--- src/rtl/result_ascii_encoder.sv ---
// result_ascii_encoder: converts a signed 16-bit result into ASCII decimal text
// ('-', digits without leading zeros, terminator) or an error character plus
// terminator, and streams the bytes to a UART transmitter.
//
// Handshake: a byte moves on a rising edge where o_valid=1 and i_tx_ready=1.
// o_byte is held stable while o_valid=1 until that transfer; o_valid only drops
// after a transfer (or on reset). i_ready is a one-cycle strobe that is only
// honoured while o_busy=0.
module result_ascii_encoder #(
  parameter logic [7:0] MINUS_CHAR = 8'h2D,
  parameter logic [7:0] ERR_CHAR   = 8'h45,
  parameter logic [7:0] TERM_CHAR  = 8'h0A
) (
  input  logic        i_clk,
  input  logic        reset,
  input  logic        i_ready,
  input  logic [15:0] i_result,
  input  logic        i_err,
  input  logic        i_tx_ready,
  output logic        o_valid,
  output logic [7:0]  o_byte,
  output logic        o_busy
);

  typedef enum logic [2:0] {IDLE, CONV, SIGN, DIGIT, ERR, TERM} state_t;

  // state is kept as a named internal signal so checkers can bind to it
  state_t          state, state_n;
  logic            neg, neg_n;
  logic [15:0]     mag, mag_n;
  logic [2:0]      pidx, pidx_n;     // 0 -> 10000 ... 4 -> 1
  logic [2:0]      didx, didx_n;     // digit being emitted, 0 = ten-thousands
  logic [4:0][3:0] dig, dig_n;       // decimal digits, index 0 most significant
  logic            valid_n, busy_n;
  logic [7:0]      byte_n;
  logic [15:0]     pow;
  logic [2:0]      first;
  logic            xfer;

  assign xfer = o_valid & i_tx_ready;

  // Power of ten selected by the conversion index
  always_comb begin
    pow = 16'd1;
    case (pidx)
      3'd0:    pow = 16'd10000;
      3'd1:    pow = 16'd1000;
      3'd2:    pow = 16'd100;
      3'd3:    pow = 16'd10;
      default: pow = 16'd1;
    endcase
  end

  // Index of the first nonzero digit; the units digit is always emitted
  always_comb begin
    first = 3'd4;
    for (int i = 3; i >= 0; i--) begin
      if (dig[i] != 4'd0) first = i[2:0];
    end
  end

  // Next-state and next-output logic; outputs are registered below
  always_comb begin
    state_n = state;
    neg_n   = neg;
    mag_n   = mag;
    pidx_n  = pidx;
    didx_n  = didx;
    dig_n   = dig;
    valid_n = o_valid;
    byte_n  = o_byte;
    case (state)
      IDLE: begin
        if (i_ready) begin
          if (i_err) begin
            state_n = ERR;
            valid_n = 1'b1;
            byte_n  = ERR_CHAR;
          end else begin
            state_n = CONV;
            neg_n   = i_result[15];
            mag_n   = i_result[15] ? (~i_result + 16'd1) : i_result;
            pidx_n  = 3'd0;
            dig_n   = '0;
          end
        end
      end
      CONV: begin
        if (mag >= pow) begin
          mag_n       = mag - pow;
          dig_n[pidx] = dig[pidx] + 4'd1;
        end else if (pidx == 3'd4) begin
          valid_n = 1'b1;
          if (neg) begin
            state_n = SIGN;
            byte_n  = MINUS_CHAR;
          end else begin
            state_n = DIGIT;
            didx_n  = first;
            byte_n  = 8'h30 + {4'h0, dig[first]};
          end
        end else begin
          pidx_n = pidx + 3'd1;
        end
      end
      SIGN: begin
        if (xfer) begin
          state_n = DIGIT;
          didx_n  = first;
          byte_n  = 8'h30 + {4'h0, dig[first]};
        end
      end
      DIGIT: begin
        if (xfer) begin
          if (didx == 3'd4) begin
            state_n = TERM;
            byte_n  = TERM_CHAR;
          end else begin
            didx_n = didx + 3'd1;
            byte_n = 8'h30 + {4'h0, dig[didx + 3'd1]};
          end
        end
      end
      ERR: begin
        if (xfer) begin
          state_n = TERM;
          byte_n  = TERM_CHAR;
        end
      end
      TERM: begin
        if (xfer) begin
          state_n = IDLE;
          valid_n = 1'b0;
        end
      end
      default: begin
        state_n = IDLE;
        valid_n = 1'b0;
      end
    endcase
    busy_n = (state_n != IDLE);
  end

  // State, datapath and output registers with asynchronous reset
  always_ff @(posedge i_clk or posedge reset) begin
    if (reset) begin
      state   <= IDLE;
      neg     <= 1'b0;
      mag     <= 16'd0;
      pidx    <= 3'd0;
      didx    <= 3'd0;
      dig     <= '0;
      o_valid <= 1'b0;
      o_byte  <= 8'h00;
      o_busy  <= 1'b0;
    end else begin
      state   <= state_n;
      neg     <= neg_n;
      mag     <= mag_n;
      pidx    <= pidx_n;
      didx    <= didx_n;
      dig     <= dig_n;
      o_valid <= valid_n;
      o_byte  <= byte_n;
      o_busy  <= busy_n;
    end
  end

endmodule
--- config.mk ---
export PLATFORM = sky130hd
export DESIGN_NAME = result_ascii_encoder
export DESIGN_NICKNAME = d
export VERILOG_FILES = /design/src/rtl/result_ascii_encoder.sv
export SDC_FILE = /design/constraint.sdc
export NUM_CORES = 1
export LEC_CHECK = 0
export ABC_AREA = 1
export CAP_MARGIN = 10
export CORE_MARGIN = 10
export CORE_UTILIZATION = 59
export DETAILED_ROUTE_END_ITERATION = 10
export GPL_ROUTABILITY_DRIVEN = 0
export HOLD_SLACK_MARGIN = 0.1
export PLACE_DENSITY = 0.8
export SETUP_SLACK_MARGIN = 0.1
export SYNTH_ARGS = -nofsm -noshare
export SYNTH_HDL_FRONTEND = slang
export SYNTH_SLANG_ARGS = --single-unit
--- constraint.sdc ---
create_clock -name i_clk -period 4 [get_ports i_clk]
set_clock_uncertainty 0.05 [all_clocks]
set_input_delay 0.6 -clock i_clk [delete_from_list [all_inputs] [get_ports i_clk]]
set_output_delay 0.6 -clock i_clk [all_outputs]
set_load 0.01 [all_outputs]
==> results.env <==
REPORT.FINAL.SLEW_VIOL_COUNT=0
DRT_FIRST_PASS_ITERS=5
SYNTH.AREA.TOP_CELLS='dfrtp_1, nand2_1, nand3_1'
INSTANCES_NO_FILL=870
DIE_X_UM=109
P_PER_AREA_mW_PER_MM2=968
SETUP_VIOL=0
INITIAL_CORE_UTILIZATION=0.605
FIN_SETUP_TNS_NS=0
CATEGORY_OF_THE_WORST_SETUP_PATH_CAPTURE_POINT='register'
CLOCK_PATH_BUFFERS=2
PLACEDCELLCOUNT=862
POSTSYNTH.ASYNCRESETSHARE=1.00
SYN_AREA_SQ_MM=0.00467
SYN_AVG_CELL_AREA_SQ_UM=6.31
USE_MET3=0.0283
CHIPHEIGHT_UM=109
FINAL_NETS=810
ANT_NETS=0
HOLD_VIOL_FINAL=0
GRT_UTIL_MET2=0.339
SYN2LAYOUT_AREA_GROWTH_PCT=9.72
MOST_INSTANTIATED_LIBRARY_CELL_AFTER_SYNTHESIS='nand2_1'
PLACE_HPWL_UM=9580
TIMING.HOLD.WORST.START='o_byte[6]'
TIMING.CRITICAL_PATH.MODE_CELL='nand2_1'
R2R_START='pidx[0]'
CRITICAL_PATH.TOP_DELAY_FAMILY='simple AND/OR/NAND/NOR gates'
SHARE_OF_YOSYS_CELL_AREA_CLAIMED_BY_THE_TOP_AREA_CELL_TYPE=0.295
STANDARD_CELL_WITH_THE_MAXIMUM_STAGE_DELAY_ON_THE_CRITICAL_PATH='dfrtp_1'
UTILIZATION=0.664
MIN_PERIOD_OVER_PERIOD=0.888
PORT_BUFFERS=29
FLOORPLAN.IO_PINS=31
WORSTSETUPSTARTPOINTTYPE='register'
SYNTH-SEQ-CELLS=55
MIN_PATH_TYPE='register to register'
SLEW_HEADROOM=0.560
WIRE_LENGTH_OF_THE_FIRST_GLOBAL_ROUTING_PASS_UM=20900
CTS_HOLD_BUFFERS=0
ANTENNA_CELLS=0
FP-ROW-COUNT=32
DIE_AREA_SQ_MM=0.0119
TIMING.CRITICAL_PATH.REQUIRED_NS=4.15
FIRST_ELEMENT_OF_THE_CRITICAL_PATH='pidx[0]'
DRIVE_GT1_FRAC=0.0547
RSZ0062_AT_GRT='no'
STATIC-LEAKAGE-POWER_nW=2.71
ROUTED_WIRE_LENGTH_PER_INSTANCE_UM=14.1
CLOCK_LATENCY_NS=0.31
SYNTH_CELLS=741
YOSYS_WARNINGS=0
CLOCK_SINKS=55
TIMING.MAX_CAP.VIOLATIONS=0
ANTENNA_FOUND_INITIAL=0
CLK_TRANSITION_REPORTED_PATHS_NS=0.10
GRT_USAGE=0.211
CTS_ROOT_BUFFER='clkbuf_8'
CLOCK.FMAX_GHz=0.282
SYNTH_CELL_TYPES=52
PATH_CLASS='register to register'
WORSTPATHMAXFANOUT=10
VIA_COUNT=4902
TIMING.CRITICAL_PATH.BUF_INV=4
DOMINANTREGCELLSYNTH='dfrtp_1'
DRC_ERRORS=0
CTS_MADE_BUFFERS=5
SYNTH_COMMON_CELLS='nand2_1, inv_1, nand3_1'
CTS.HTREE.LEVELS=2
POST-CTS-SETUP-BUFFER-COUNT=0
CRITICAL_PATH.MAX_STAGE_DELAY_NS=0.57
WORST_HOLD_SLACK_NS=0.427
DRTITER0DRC=422
SYNTH_AREA_LEADER_CELL='dfrtp_1'
NUMBER_OF_GATES_GIVEN_A_NEW_DRIVE_STRENGTH_AFTER_CTS=0
GLOBALROUTEMET1UTIL=0.297
SYNTH_ENABLE_FLOP_CELLS=0
SYN_NETS=784
TIGHTESTPINTRANSITION_NS=0.659
GRT_START_MAX_NET_PINS=31
VIA_PER_INST=5.63
ROUTED_WL_UM=12200
CTS_TREE='yes'
GRT_REMAINING_OVERFLOW=0
CORE_REGION_AREA_SQ_MM=0.00773
VDD_IR_DROP_MAX_uV=506
TIMING.CRITICAL_PATH.CELLS='inv_2 -> ha_1 -> nand2_1 -> nand2_1 -> nor2_1 -> ha_1 -> inv_1 -> fa_1 -> nand2_1 -> nand3_1 -> nand3_2 -> nand3_1 -> nand2_1 -> nand2_1 -> nand2_1 -> buf_4 -> nand2_1 -> nor2_4 -> inv_1 -> nand2_1 -> nand2_1'
FINALCRITICALPERIOD_NS=3.55
GRT_PASS1_VIAS=4512
SEQ_AREA_FRAC_SYNTH=0.295
GRT_MOST_USED_LAYER='met2'
CRIT_ARRIVAL_NS=3.70
RUN_STATUS='completed'
worst min-delay path, stage by stage (launching register included):
cell and delay, ns:
dfrtp_1 0.35, nand2_1 0.05, nand2_1 0.05
power by group:
part           switching (mW)  internal (mW)  total [mW]
combinational            2.39           1.22        3.61
clock                   0.181          0.142       0.324
sequential              0.236          0.795        1.03
path summary, 6_finish.rpt:
check	cells past startpoint	end	slack (ns)
setup / recovery	21	o_byte[4]	0.45
hold / removal	2	o_byte[6]	0.43
setup reg to reg	21	o_byte[4]	0.45
hold reg to reg	2	o_byte[6]	0.43
max in group asynchronous	3	dig[17]	2.48
min in group asynchronous	2	mag[14]	0.65
stage by stage:
step / total power, mW / area (sq um) / setup slack [ns]
global placement: 4.46 / 5030 / 0.722
CTS: 4.90 / 5130 / 0.495
floorplan: 3.74 / 4670 / 1.19
global route: 5.50 / 5130 / 0.150
detailed placement: 4.57 / 5030 / 0.509
finish: 4.97 / 5130 / 0.448
cells by family after synthesis:
logic type | after synthesis | share of synthesized area
AOI/OAI and AO/OA | 106 | 0.131
xor gates and xnor gates | 5 | 0.00937
adders and majority gates | 22 | 0.0605
buffers and inverters | 112 | 0.0977
DFF | 55 | 0.295
other | 1 | 0.000802
and+or+nand+nor | 440 | 0.406
registers in the layout, summed over array words and instances (netlist names):
name	flops
didx	3
dig	20
mag	16
neg	1
o_busy	1
o_byte	7
o_valid	1
pidx	3
state	3
cell type report:
| class | instances | area (sq um) |
|---|---|---|
| sequential | 55 | 1380 |
| tap | 102 | 128 |
| multi-input combinational | 574 | 2840 |
| fill | 693 | 2600 |
| timing repair buffer | 33 | 320 |
| clock buffer | 7 | 86.3 |
| inverter | 98 | 368 |
| clock inverter | 1 | 8.76 |
layer usage:
metal	part of all wire	vias to the layer above
met2	0.45	198
met1	0.46	2247
met5	0	-
met3	0.079	17
li1	-	2440
met4	0.011	0
layout by cell type (no fill, tap or decap), types with 6 or more instances in the layout:
master | synthesis | final
clkbuf_8 | 0 | 6
nor2_1 | 70 | 70
o21ai_1 | 6 | 6
nand4_1 | 8 | 8
dfrtp_1 | 55 | 55
o21ai_0 | 42 | 42
ha_1 | 21 | 21
nand3_1 | 80 | 80
nand2_1 | 254 | 254
a21oi_1 | 30 | 30
inv_1 | 89 | 88
inv_2 | 7 | 8
clkdlybuf4s50_1 | 0 | 29
Power figures use the tool's default switching activity.
